File: src/rtl/ctrl_seq_pkg.sv
// Shared types and constants for the multi-cycle control sequencer.
// The optional illegal-opcode trap is enabled by the CTRL_ILLEGAL_TRAP_EN macro.
package ctrl_seq_pkg;

    typedef enum logic [2:0] {
        StIdle,
        StFetch,
        StDecode,
        StExtFetch,
        StExtExec,
        StHalt
    } state_e;

    localparam logic [3:0] OP_ADD  = 4'h0;
    localparam logic [3:0] OP_MUL  = 4'h1;
    localparam logic [3:0] OP_SUB  = 4'h2;
    localparam logic [3:0] OP_DIV  = 4'h3;
    localparam logic [3:0] OP_AND  = 4'h4;
    localparam logic [3:0] OP_OR   = 4'h5;
    localparam logic [3:0] OP_NOR  = 4'h6;
    localparam logic [3:0] OP_INV1 = 4'h7;
    localparam logic [3:0] OP_INV2 = 4'h8;
    localparam logic [3:0] OP_XOR  = 4'h9;
    localparam logic [3:0] OP_XNOR = 4'hA;
    localparam logic [3:0] OP_MOV  = 4'hB;
    localparam logic [3:0] OP_MVI  = 4'hC;
    localparam logic [3:0] OP_LDA  = 4'hD;
    localparam logic [3:0] OP_LDX  = 4'hE;
    localparam logic [3:0] OP_HLT  = 4'hF;

    localparam logic [1:0] ALU_ADDR  = 2'b00;
    localparam logic [1:0] ALU_ARITH = 2'b01;
    localparam logic [1:0] ALU_LOGIC = 2'b10;

    // Number of extension words following the opcode word.
    function automatic logic [1:0] ext_words(input logic [3:0] op);
        logic [1:0] n;
        case (op)
            OP_MVI, OP_LDA: n = 2'd1;
            OP_LDX:         n = 2'd2;
            default:        n = 2'd0;
        endcase
        return n;
    endfunction

endpackage

File: src/rtl/ctrl_decode.sv
// Combinational opcode decoder: datapath strobes, extension word count and legality.
// Opcode bits above [3:0] being nonzero, or LDX with MAX_EXT < 2, marks the opcode illegal.
import ctrl_seq_pkg::*;

module ctrl_decode #(
    parameter int unsigned OPC_W      = 4,
    parameter int unsigned ALU_MODE_W = 2,
    parameter int unsigned MAX_EXT    = 2
) (
    input  logic [OPC_W-1:0]      i_opcode,
    output logic [ALU_MODE_W-1:0] o_alu_mode,
    output logic                  o_op1_load,
    output logic                  o_op2_load,
    output logic                  o_reg_load,
    output logic [1:0]            o_ext_words,
    output logic                  o_halt,
    output logic                  o_illegal
);

    logic [3:0] w_op;
    logic       w_hi_bad;
    logic       w_ldx_bad;

    assign w_op = i_opcode[3:0];

    if (OPC_W > 4) begin : g_hi_bits
        assign w_hi_bad = |i_opcode[OPC_W-1:4];
    end else begin : g_no_hi_bits
        assign w_hi_bad = 1'b0;
    end

    always_comb begin
        o_alu_mode  = '0;
        o_op1_load  = 1'b0;
        o_op2_load  = 1'b0;
        o_reg_load  = 1'b0;
        o_ext_words = ext_words(w_op);
        o_halt      = 1'b0;
        w_ldx_bad   = 1'b0;
        case (w_op)
            OP_ADD, OP_MUL, OP_SUB, OP_DIV: begin
                o_alu_mode = ALU_MODE_W'(ALU_ARITH);
                o_op1_load = 1'b1;
                o_op2_load = 1'b1;
                o_reg_load = 1'b1;
            end
            OP_AND, OP_OR, OP_NOR, OP_XOR, OP_XNOR: begin
                o_alu_mode = ALU_MODE_W'(ALU_LOGIC);
                o_op1_load = 1'b1;
                o_op2_load = 1'b1;
                o_reg_load = 1'b1;
            end
            OP_INV1: begin
                o_alu_mode = ALU_MODE_W'(ALU_LOGIC);
                o_op1_load = 1'b1;
                o_reg_load = 1'b1;
            end
            OP_INV2: begin
                o_alu_mode = ALU_MODE_W'(ALU_LOGIC);
                o_op2_load = 1'b1;
                o_reg_load = 1'b1;
            end
            OP_MOV: begin
                o_alu_mode = ALU_MODE_W'(ALU_ADDR);
                o_op2_load = 1'b1;
                o_reg_load = 1'b1;
            end
            OP_MVI:  o_op1_load = 1'b1;
            OP_LDX:  w_ldx_bad  = (MAX_EXT < 2);
            OP_HLT:  o_halt     = 1'b1;
            default: ;
        endcase

        o_illegal = w_hi_bad | w_ldx_bad;
        if (o_illegal) begin
            o_alu_mode  = '0;
            o_op1_load  = 1'b0;
            o_op2_load  = 1'b0;
            o_reg_load  = 1'b0;
            o_ext_words = 2'd0;
            o_halt      = 1'b0;
        end
    end

endmodule

File: src/rtl/ctrl_seq_fsm.sv
// Multi-cycle control sequencer: fetch/decode/extension-word FSM driving datapath strobes.
// CTRL_ILLEGAL_TRAP_EN adds a sticky o_trap output and halts on illegal opcodes.
import ctrl_seq_pkg::*;

module ctrl_seq_fsm #(
    parameter int unsigned OPC_W      = 4,
    parameter int unsigned ALU_MODE_W = 2,
    parameter int unsigned MAX_EXT    = 2
) (
    input  logic                           i_clk,
    input  logic                           i_rst_n,
    input  logic                           i_en,
    input  logic [OPC_W-1:0]               i_opcode,
    input  logic                           i_imem_valid,
    output logic                           o_imem_req,
    output logic [ALU_MODE_W-1:0]          o_alu_mode,
    output logic                           o_ins_load,
    output logic                           o_op1_load,
    output logic                           o_op2_load,
    output logic                           o_pc_load,
    output logic                           o_pc_inc,
    output logic                           o_reg_load,
    output logic [$clog2(MAX_EXT+1)-1:0]   o_ext_idx,
    output logic                           o_busy,
`ifdef CTRL_ILLEGAL_TRAP_EN
    output logic                           o_trap,
`endif
    output logic                           o_halted
);

    localparam int unsigned EXT_W = $clog2(MAX_EXT + 1);

    state_e                  r_state;
    logic [3:0]              r_op;
    logic [EXT_W-1:0]        r_ext_cnt;

    logic [ALU_MODE_W-1:0]   w_alu_mode;
    logic                    w_op1_load;
    logic                    w_op2_load;
    logic                    w_reg_load;
    logic [1:0]              w_ext_words;
    logic                    w_halt;
    logic                    w_illegal;
    logic [EXT_W-1:0]        w_ext_idx;
    logic                    w_dec_pc_inc;

    ctrl_decode #(
        .OPC_W      (OPC_W),
        .ALU_MODE_W (ALU_MODE_W),
        .MAX_EXT    (MAX_EXT)
    ) u_decode (
        .i_opcode    (i_opcode),
        .o_alu_mode  (w_alu_mode),
        .o_op1_load  (w_op1_load),
        .o_op2_load  (w_op2_load),
        .o_reg_load  (w_reg_load),
        .o_ext_words (w_ext_words),
        .o_halt      (w_halt),
        .o_illegal   (w_illegal)
    );

    // Index of the extension word in flight: words already consumed plus one.
    assign w_ext_idx = EXT_W'(32'(ext_words(r_op)) - 32'(r_ext_cnt) + 32'd1);

`ifdef CTRL_ILLEGAL_TRAP_EN
    logic r_trap;
    assign o_trap       = r_trap;
    assign w_dec_pc_inc = ~w_halt & ~w_illegal;
`else
    assign w_dec_pc_inc = ~w_halt;
`endif

    always_ff @(posedge i_clk) begin
        if (!i_rst_n) begin
            r_state   <= StIdle;
            r_op      <= 4'h0;
            r_ext_cnt <= '0;
`ifdef CTRL_ILLEGAL_TRAP_EN
            r_trap    <= 1'b0;
`endif
        end else if (i_en) begin
            case (r_state)
                StIdle: r_state <= StFetch;
                StFetch: begin
                    if (i_imem_valid) begin
                        r_state <= StDecode;
                    end
                end
                StDecode: begin
                    r_op <= i_opcode[3:0];
                    if (w_illegal) begin
`ifdef CTRL_ILLEGAL_TRAP_EN
                        r_trap  <= 1'b1;
                        r_state <= StHalt;
`else
                        r_state <= StFetch;
`endif
                    end else if (w_halt) begin
                        r_state <= StHalt;
                    end else if (w_ext_words != 2'd0) begin
                        r_ext_cnt <= EXT_W'(w_ext_words);
                        r_state   <= StExtFetch;
                    end else begin
                        r_state <= StFetch;
                    end
                end
                StExtFetch: begin
                    if (i_imem_valid) begin
                        r_state <= StExtExec;
                    end
                end
                StExtExec: begin
                    if (r_ext_cnt == EXT_W'(1)) begin
                        r_ext_cnt <= '0;
                        r_state   <= StFetch;
                    end else begin
                        r_ext_cnt <= r_ext_cnt - EXT_W'(1);
                        r_state   <= StExtFetch;
                    end
                end
                StHalt:  r_state <= StHalt;
                default: r_state <= StIdle;
            endcase
        end
    end

    always_comb begin
        o_imem_req = 1'b0;
        o_alu_mode = '0;
        o_ins_load = 1'b0;
        o_op1_load = 1'b0;
        o_op2_load = 1'b0;
        o_pc_load  = 1'b0;
        o_pc_inc   = 1'b0;
        o_reg_load = 1'b0;
        o_ext_idx  = '0;
        o_busy     = (r_state != StIdle) && (r_state != StHalt);
        o_halted   = (r_state == StHalt);
        if (i_en) begin
            case (r_state)
                StFetch: begin
                    o_imem_req = 1'b1;
                    o_pc_load  = 1'b1;
                    o_ins_load = i_imem_valid;
                end
                StDecode: begin
                    o_alu_mode = w_alu_mode;
                    o_op1_load = w_op1_load;
                    o_op2_load = w_op2_load;
                    o_reg_load = w_reg_load;
                    o_pc_inc   = w_dec_pc_inc;
                end
                StExtFetch: begin
                    o_imem_req = 1'b1;
                    o_pc_load  = 1'b1;
                    o_ext_idx  = w_ext_idx;
                end
                StExtExec: begin
                    o_alu_mode = ALU_MODE_W'(ALU_ADDR);
                    o_pc_inc   = 1'b1;
                    o_reg_load = (r_ext_cnt == EXT_W'(1));
                    o_ext_idx  = w_ext_idx;
                end
                default: ;
            endcase
        end
    end

endmodule
File: config.mk
export PLATFORM = sky130hd
export DESIGN_NAME = ctrl_seq_fsm
export DESIGN_NICKNAME = d
export VERILOG_FILES = /design/src/rtl/ctrl_seq_pkg.sv /design/src/rtl/ctrl_decode.sv /design/src/rtl/ctrl_seq_fsm.sv
export SDC_FILE = /design/constraint.sdc
export NUM_CORES = 1
export LEC_CHECK = 0
export CORE_UTILIZATION = 42
export DETAILED_ROUTE_END_ITERATION = 10
export PLACE_DENSITY = 0.7
export SLEW_MARGIN = 30
export SYNTH_ARGS = -nofsm -noshare
export SYNTH_HDL_FRONTEND = slang
export SYNTH_SLANG_ARGS = --single-unit
File: constraint.sdc
create_clock -name i_clk -period 1.7 [get_ports i_clk]
set_clock_uncertainty 0.1 [all_clocks]
set_input_delay 0.425 -clock i_clk [delete_from_list [all_inputs] [get_ports i_clk]]
set_output_delay 0.425 -clock i_clk [all_outputs]
set_load 0.02 [all_outputs]
==> run_results.csv <==
group,metric,value,unit
critical_path,path_class,"reg2out",
yosys,synth.avg_cell_area,7.585,µm²
yosys,ys_warn_count,0,
route,drc_errors,0,
timing,fmax,520.2,MHz
finish,layout.cells.non_filler,160,
clocking,ctsHoldBuffers,0,
critical_path,reg2reg_depth,4,
clocking,cts_buffers,3,
die,fp.dieH,43.86,µm
clocking,insertion_delay,0.27,ns
place,placed_area,1139,µm²
critical_path,reg2reg_to,"r_ext_cnt[0]",
die,die-area,1923,µm²
yosys,synthTopCellsByArea,"dfxtp_1, nand2_1, a21oi_1",
clocking,clk_pin_slew,0.06,ns
critical_path,cp_max_fo,2,
global_route,grt_pass1_vias,790,
hold_path,hold_class,"reg2reg",
timing,final-setup-viol-count,13,
critical_path,r2r_setup_slack,-0.05,ns
finish,drive_above_1_share,58.33,%
yosys,ys_ff_latch,9,
critical_path,cpMaxStageDelayCell,"dfxtp_2",
critical_path,crit_top_cell,"nor2_2",
finish,layout.nets,155,
clocking,cts_tree,"done",
place,placed_cells,153,
timing,min_period,1.922,ns
critical_path,cp-start-kind,"flop",
finish,area_delta_synth_final,76.19,%
timing,timing.hold.ws,0.3670,ns
timing,rsz0062_at_grt,"yes",
yosys,synth_top_area_cell,"dfxtp_1",
die,fp-row-count,14,
die,core-area,1577,µm²
hold_path,hold_path_end,"r_op[0]",
critical_path,worst_ep_arrival_time,1.40,ns
route,drt_iter0_drc,28,
critical_path,critical_path.cell_chain,"nand2_2 -> nor2_2 -> ha_2 -> xnor2_2 -> xnor2_1 -> nor2_2 -> buf_6",
power_and_ir_drop,ir_worst_vdd,0.0003132,V
critical_path,worstPathRequired,1.17,ns
status,status,"finished with violations",
clocking,clock_path_buffers,2,
global_route,gr-usage-all-layers,25.60,%
place,pre_cts_ws,-0.8383,ns
route,dr.pass1.iters,6,
place,io_buffers,20,
hold_path,min_from,"r_op[0]",
timing,tightest_slew,0.2939,ns
clocking,htree_levels,1,
global_route,antenna_found_initial,0,
place,gp_congestion,0.8932,
yosys,synthCells,97,
yosys,yosysSeqAreaShare,24.49,%
die,initial_core_util,46.67,%
die,pin_count,21,
yosys,synth_top_cell_area_share,24.49,%
timing,fin_crit_sh,113.1,%
route,vias_per_cell,5.569,
place,hpwl,1504,µm
route,wl,2257,µm
yosys,synth_area,735.7,µm²
critical_path,cp_slowest_stage_delay,0.33,ns
yosys,ys_types,38,
route,ant_nets,0,
status,violations,"negative setup slack",
finish,diodes,0,
power_and_ir_drop,power.leakage,0.5409,nW
finish,final_cell_mix,"buf_4, buf_6, nand2_1",
yosys,synth_fp_nets,107,
route,wl_per_cell,14.11,µm
timing,setup_ws,-0.2223,ns
global_route,grt_pass1_wl,3581,µm
critical_path,end_kind,"output port",
clocking,cts.sinks,9,
finish,final_common_cell,"buf_4",
timing,finalHoldViolations,0,
power_and_ir_drop,p_per_area,421.0,nW/µm²
global_route,grt_start_max_net_pins,10,
timing,final_max_slew_viol_count,0,
finish,fin_area,1296,µm²
die,fp.dieW,43.86,µm
timing,relSlewSlack,80.28,%
route,via_count,891,
run,drv_cap,0,
clocking,root_buffer,"clkbuf_4",
hold_path,hold_path_depth,2,
global_route,globalRouteOverflowTotal,0,
critical_path,rr_startpoint,"r_state[1]",
[sequential cells by signal, indices dropped and copies added (netlist names)]
name / cells
r_ext_cnt: 2
r_op: 4
r_state: 3
[report_power, final]
group          switching [mW]  total (mW)  internal [mW]
clock                  0.0839       0.175         0.0906
combinational          0.0739       0.155         0.0808
sequential            0.00542       0.216          0.211
total                   0.163       0.546          0.382
[kinds of logic (layout without fill, tap and decap cells)]
logic type | count (synthesis) | count (layout) | synth area share, %
adders and majority gates | 2 | 2 | 3.401
DFF | 9 | 9 | 24.49
AOI/OAI and AO/OA | 25 | 25 | 21.77
xor gates and xnor gates | 4 | 4 | 4.763
muxes | 1 | 1 | 1.361
buffers and inverters | 14 | 61 | 8.672
and+or+nand+nor | 42 | 42 | 35.55
[worst max-delay path by stage]
stage,startpoint,end,slack (ns),cells after the start
after floorplan,i_en,o_alu_mode[0],0.002,3
after global placement,i_en,o_ext_idx[0],-0.83,5
after detailed placement,i_en,o_ext_idx[1],-0.84,5
after CTS,r_op[3],o_ext_idx[1],-0.23,7
after global routing,r_op[2],o_ext_idx[1],-0.30,7
final,r_op[2],o_ext_idx[1],-0.22,7
[repair_timing]
action	CTS	global route
gates cloned	0	0
setup endpoints to repair	15	15
pin swaps	8	14
gates resized for setup	96	30
setup buffers	1	2
[layout make-up]
| class | instances | area (µm²) |
|---|---|---|
| multi-input cells | 74 | 583.1 |
| repair buffers | 52 | 446.7 |
| fillers | 102 | 280.3 |
| flip-flops and latches | 9 | 198.9 |
| clock buffers | 4 | 26.28 |
| inverters | 5 | 21.27 |
| well taps | 16 | 20.02 |
[cell usage after synthesis]
cell type  count
nand2_1       15
a21oi_1        9
dfxtp_1        9
clkbuf_1       6
o21ai_1        5
inv_1          4
nand3b_1       4
a311oi_1       3
buf_4          3
nand2b_1       3
xnor2_1        3
and3b_1        2
and4bb_2       2
ha_1           2
nand3_1        2
nor2_1         2
nor2b_1        2
a2111o_1       1
a211oi_1       1
a31o_1         1
a31oi_1        1
a32o_1         1
and2_1         1
and4b_1        1
inv_2          1
mux2i_1        1
nand4b_1       1
nand4bb_1      1
nor3_1         1
nor3b_1        1
nor4b_1        1
o211ai_1       1
o21ai_0        1
o31ai_1        1
or3_1          1
or3b_1         1
or3b_4         1
xor2_1         1
[critical path: cells and delay by family (launching register included)]
kind                       cells  cell delay, ns
adders and majority gates      1            0.20
xor gates and xnor gates       2            0.22
and+or+nand+nor                3            0.27
buffers and inverters          1            0.12
DFF                            1            0.33
[routing by layer]
metal,routed length (µm),global-route usage (%),up-vias,share of wire [%]
li1,-,-,443,-
met1,1051,33.50,415,47
met2,1097,40.90,31,49
met3,80,3.750,2,3.5
met4,27,12.73,0,1.2
met5,0,0,-,0
[through the flow]
stage / power, mW / setup TNS (ns) / util, %
3_5_place_dp: 0.3644 / -9.876 / 72.22
3_3_place_gp: 0.3616 / -9.836 / 72.22
5_1_grt: 0.5712 / -1.659 / 82.22
2_1_floorplan: 0.2883 / 0 / -
4_1_cts: 0.5305 / -0.8134 / 76.03
6_report: 0.5457 / -0.9176 / 82.22
Note: power is estimated with default switching activity, not from simulation.
